<file path="config.mk">
export PLATFORM = sky130hd
export DESIGN_NAME = seq_divider
export DESIGN_NICKNAME = d
export VERILOG_FILES = /design/src/rtl/seq_div_pkg.sv /design/src/rtl/seq_div_step.sv /design/src/rtl/seq_divider.sv
export SDC_FILE = /design/constraint.sdc
export NUM_CORES = 1
export LEC_CHECK = 0
export BUFFER_PORTS_ARGS = -buffer_cell sky130_fd_sc_hd__buf_2
export CORE_ASPECT_RATIO = 1.25
export CORE_UTILIZATION = 51
export DETAILED_ROUTE_END_ITERATION = 6
export GPL_ROUTABILITY_DRIVEN = 0
export PLACE_DENSITY = 0.74
export SYNTH_ARGS = -nofsm -noshare
export SYNTH_HDL_FRONTEND = slang
export SYNTH_SLANG_ARGS = --single-unit
</file>
<file path="constraint.sdc">
create_clock -name clk -period 4.9 [get_ports clk]
set_clock_uncertainty 0.2 [all_clocks]
set_input_delay 0.98 -clock clk [delete_from_list [all_inputs] [get_ports clk]]
set_output_delay 0.98 -clock clk [all_outputs]
set_load 0.005 [all_outputs]
</file>
<file path="src/rtl/seq_div_pkg.sv">
// seq_div_pkg: shared FSM state type and sizing helpers for the sequential divider
package seq_div_pkg;
  typedef enum logic [1:0] {S_IDLE, S_RUN, S_DONE} div_state_t;
  function automatic int div_steps(input int dw);
    return 2 * dw;
  endfunction
  function automatic int cnt_width(input int dw);
    return $clog2(2 * dw + 1);
  endfunction
endpackage

</file>
<file path="src/rtl/seq_div_step.sv">
// seq_div_step: one combinational restoring-division step (shift in a dividend bit, trial subtract)
//   r       in  DW  partial remainder, always below divisor so DW bits suffice
//   bit_in  in  1   next dividend bit, MSB first
//   divisor in  DW  denominator
//   r_next  out DW  updated partial remainder
//   q_bit   out 1   quotient bit produced by this step
module seq_div_step
  import seq_div_pkg::*;
#(
  parameter int DW = 7
) (
  input  logic [DW-1:0] r,
  input  logic          bit_in,
  input  logic [DW-1:0] divisor,
  output logic [DW-1:0] r_next,
  output logic          q_bit
);
  logic [DW:0] sh;
  // The subtraction result is below divisor, so it is exact modulo 2^DW.
  always_comb begin
    sh = {r, bit_in};
    q_bit = sh >= {1'b0, divisor};
    r_next = q_bit ? sh[DW-1:0] - divisor : sh[DW-1:0];
  end
endmodule

</file>
<file path="src/rtl/seq_divider.sv">
// seq_divider: iterative restoring divider, 2*DATA_WIDTH-bit dividend by DATA_WIDTH-bit divisor, one bit per clock
//   clk       in  1      clock, posedge
//   rst_n     in  1      asynchronous active-low reset
//   start     in  1      request, sampled only in IDLE
//   dividend  in  2*DW   numerator, captured on acceptance
//   divisor   in  DW     denominator, captured on acceptance
//   busy      out 1      high in RUN and DONE
//   done      out 1      one-cycle result-valid pulse
//   quotient  out 2*DW   dividend / divisor
//   remainder out DW     dividend % divisor
//   div_zero  out 1      divisor was zero; constant 0 unless DIV_ZERO_CHK_EN is defined
// Optional macro DIV_ZERO_CHK_EN: a zero divisor skips RUN and flags div_zero.
module seq_divider
  import seq_div_pkg::*;
#(
  parameter int DATA_WIDTH = 7
) (
  input  logic                      clk,
  input  logic                      rst_n,
  input  logic                      start,
  input  logic [2*DATA_WIDTH-1:0]   dividend,
  input  logic [DATA_WIDTH-1:0]     divisor,
  output logic                      busy,
  output logic                      done,
  output logic [2*DATA_WIDTH-1:0]   quotient,
  output logic [DATA_WIDTH-1:0]     remainder,
  output logic                      div_zero
);
  localparam int DW = DATA_WIDTH;
  localparam int W2 = div_steps(DATA_WIDTH);
  localparam int CW = cnt_width(DATA_WIDTH);
  div_state_t state;
  logic [CW-1:0] cnt;
  logic [DW-1:0] r, dvs, r_nxt;
  // Dividend bits leave at the top while quotient bits enter at the bottom.
  logic [W2-1:0] acc;
  logic q_bit;
  seq_div_step #(.DW(DW)) u_step (
    .r(r),
    .bit_in(acc[W2-1]),
    .divisor(dvs),
    .r_next(r_nxt),
    .q_bit(q_bit)
  );
  assign busy = state != S_IDLE;
  assign done = state == S_DONE;
`ifdef DIV_ZERO_CHK_EN
  logic dz;
  assign div_zero = dz;
`else
  assign div_zero = 1'b0;
`endif
  always_ff @(posedge clk or negedge rst_n) begin
    if (!rst_n) begin
      state <= S_IDLE;
      cnt <= '0;
      r <= '0;
      dvs <= '0;
      acc <= '0;
      quotient <= '0;
      remainder <= '0;
`ifdef DIV_ZERO_CHK_EN
      dz <= 1'b0;
`endif
    end else if (state == S_IDLE && start) begin
      acc <= dividend;
      dvs <= divisor;
      r <= '0;
      cnt <= CW'(W2);
`ifdef DIV_ZERO_CHK_EN
      dz <= divisor == '0;
      if (divisor == '0) begin
        state <= S_DONE;
        quotient <= '1;
        remainder <= dividend[DW-1:0];
      end else begin
        state <= S_RUN;
      end
`else
      state <= S_RUN;
`endif
    end else if (state == S_RUN) begin
      acc <= {acc[W2-2:0], q_bit};
      r <= r_nxt;
      cnt <= cnt - 1'b1;
      if (cnt == CW'(1)) begin
        state <= S_DONE;
        quotient <= {acc[W2-2:0], q_bit};
        remainder <= r_nxt;
      end
    end else if (state == S_DONE) begin
      state <= S_IDLE;
    end
  end
endmodule
</file>
==> impl_metrics.py <==
metrics = {
    "run_status": {
        "status": "finished clean",
    },
    "sta": {
        "slew_headroom_pct": 22.1,
        "finalCriticalPeriod_ns": 2.73,
        "fin_hold_ws_ns": 0.274,
        "max_freq_ghz": 0.366,
        "slew_viol_final": 0,
        "grt_setup_unrepaired": "no",
        "period_share_pct": 55.8,
        "worst_slew_pin_slew_ns": 1.16,
        "setup_viol": 0,
        "final_hold_viol_count": 0,
        "setup_ws_ns": 2.17,
        "tns_ns": 0,
    },
    "synth": {
        "yosys.area.top_type": "dfrtp_1",
        "synth_flop_cell": "dfrtp_1",
        "synth_area_leaders": "dfrtp_1, nand2_1, ha_1",
        "synth_nets": 335,
        "synth_edf_count": 0,
        "async_reset_ff_share_pct": 100,
        "synth_cell_types": 46,
        "syn_inst": 301,
        "yosysSeqAreaShare_pct": 50.4,
        "synth_seq_cells": 55,
        "synth_top_area_share_pct": 50.4,
        "yosys_warnings": 0,
        "synth_most_common_cell": "nand2_1",
        "netlist_area_um2": 2730,
        "synthTopCellsByCount": "nand2_1, dfrtp_1, nor2_1",
        "syn_area_per_cell_um2": 9.08,
    },
    "power": {
        "ir_worst_vdd_mv": 0.351,
        "power_density_nw_per_um2": 778,
        "p_leak_nw": 1.49,
    },
    "critical_path": {
        "crit_arrival_ns": 2.73,
        "max_stage_delay_ns": 0.50,
        "cpMaxStageDelayCell": "o221ai_1",
        "critPathMaxFanout": 12,
        "crit_buf_inv": 0,
        "end_kind": "register",
        "crit_required_ns": 4.90,
        "worst_path_most_repeated_cell": "a21oi_1",
        "path_delay_family": "compound AO/OA/AOI/OAI gates",
        "crit_chain": "ha_1, fa_1, nand2b_1, a21oi_1, o221ai_1, a21oi_1, o31ai_1",
        "worstSetupPathType": "reg -> reg",
        "critPathLaunchType": "register",
    },
    "routing": {
        "vias": 2197,
        "ant_nets": 0,
        "drc": 0,
        "wirelength_um": 5720,
        "dr.pass1.iters": 4,
        "wire_per_inst_um": 14.2,
        "viasPerCell": 5.47,
        "drt_iter0_markers": 123,
    },
    "clock_tree": {
        "cts_made_buffers": 5,
        "cts.clk_slew.worst_paths_ns": 0.09,
        "cts_hold_buf": 0,
        "cts_tree": "built",
        "cts_sinks": 55,
        "htreeDepth": 2,
        "cts_root_buffer": "clkbuf_8",
        "postCtsSetupBuffers": 0,
        "insertion_delay_ns": 0.31,
        "cts_resized": 0,
        "cts_max_path_buffers": 2,
    },
    "global_routing": {
        "antenna_found_initial": 0,
        "grt_pass1_vias": 2154,
        "gr-usage-all-layers_pct": 22.3,
        "overflow": 0,
        "grt_max_degree": 56,
        "grt_pass1_wl_um": 9530,
    },
    "cells_and_area": {
        "syn_to_final_growth_pct": 12.6,
        "fin_cells": 402,
        "drive_gt1_share_pct": 18.5,
        "nNetsFinal": 374,
        "fillers": 449,
        "diodes": 0,
    },
    "placement": {
        "place_ws_ns": 2.21,
        "io_buffers": 46,
        "hpwl_um": 3950,
        "placed_cells": 395,
    },
    "die": {
        "start_util_pct": 53.4,
        "die_w_um": 67.5,
        "num_rows": 29,
        "ioPinCount": 48,
        "fp.dieArea_um2": 5660,
        "coreArea_um2": 5120,
        "die_h_um": 83.8,
    },
    "min_path": {
        "min_path_type": "reg -> reg",
    },
    "job": {
        "cap_viol_max_count": 0,
    },
}
## worst min-delay path, delay by kind of cell (launching register included)
| kind | cells | cell delay (ns) |
|---|---|---|
| DFF | 1 | 0.35 |
| and+or+nand+nor | 2 | 0.10 |
## state kept, by name, indices dropped and copies added, names as in the netlist
register / flops
r: 7
state: 2
dvs: 7
quotient: 14
acc: 14
cnt: 4
remainder: 7
## routing by layer
layer | share of wire, % | global-route usage, %
met3 | 4.2 | 4.64
met5 | 0 | 0
met1 | 43 | 27.7
met4 | 2.5 | 9.86
met2 | 51 | 36.5
## final cells by class
cell class / instances / area, um^2 / area share [%]
clock buffers: 6 / 72.6 / 2.36
clock inverters: 1 / 30.0 / 0.976
inverters: 11 / 41.3 / 1.34
multi-input cells: 218 / 1230 / 39.9
flip-flops and latches: 55 / 1380 / 44.7
well taps: 62 / 77.6 / 2.52
repair buffers: 49 / 253 / 8.21
## layout by cell type (no fill, tap or decap), types with 2 or more instances in the layout
cell and instances:
mux2i_1 2, o21ai_0 16, a21o_1 2, dfrtp_1 55, clkbuf_8 5, o31ai_2 2, a31oi_1 7, inv_1 11
a21oi_1 8, o32ai_1 2, nor3_1 5, nand4_1 2, nand2b_1 4, a22oi_1 12, buf_4 3, nor2_1 18
xor2_1 2, ha_1 9, o31ai_1 2, nand3_1 9, nor2b_1 4, nand2_1 89, buf_2 46, and3_1 2
## cells by family after synthesis
kind of cell    count (synthesis)  share of synthesized area (%)
xor+xnor                        3                          0.962
other cells                     1                          0.137
fa+ha+maj                      10                           4.85
simple gates                  142                           23.4
compound gates                 60                           14.9
buf+inv                        28                           4.72
mux                             2                          0.733
flops                          55                           50.4
## power breakdown
group	switching (mW)	total [mW]	internal, mW
combinational	0.735	1.27	0.536
clock	0.145	0.295	0.150
sequential	0.151	0.830	0.679
total	1.03	2.40	1.37
## worst paths after layout
check | slack, ns | cells after the start | startpoint | end
min in group asynchronous | 0.57 | 2 | rst_n | dvs[3]
max in group asynchronous | 3.47 | 2 | rst_n | dvs[6]
hold reg to reg | 0.27 | 2 | quotient[12] | quotient[12]
hold / removal | 0.27 | 2 | quotient[12] | quotient[12]
setup / recovery | 2.17 | 7 | dvs[0] | r[3]
setup reg to reg | 2.17 | 7 | dvs[0] | r[3]
## per-stage QoR
step / total power, mW / utilization [%] / area (um^2)
3_3_place_gp: 2.07 / 58.2 / 2980
5_1_grt: 2.60 / 60.2 / 3080
6_report: 2.40 / 60.2 / 3080
3_5_place_dp: 2.11 / 58.2 / 2980
2_1_floorplan: 1.78 / - / 2730
4_1_cts: 2.41 / 60.2 / 3080
No activity file was read; power rests on OpenSTA's default activity.
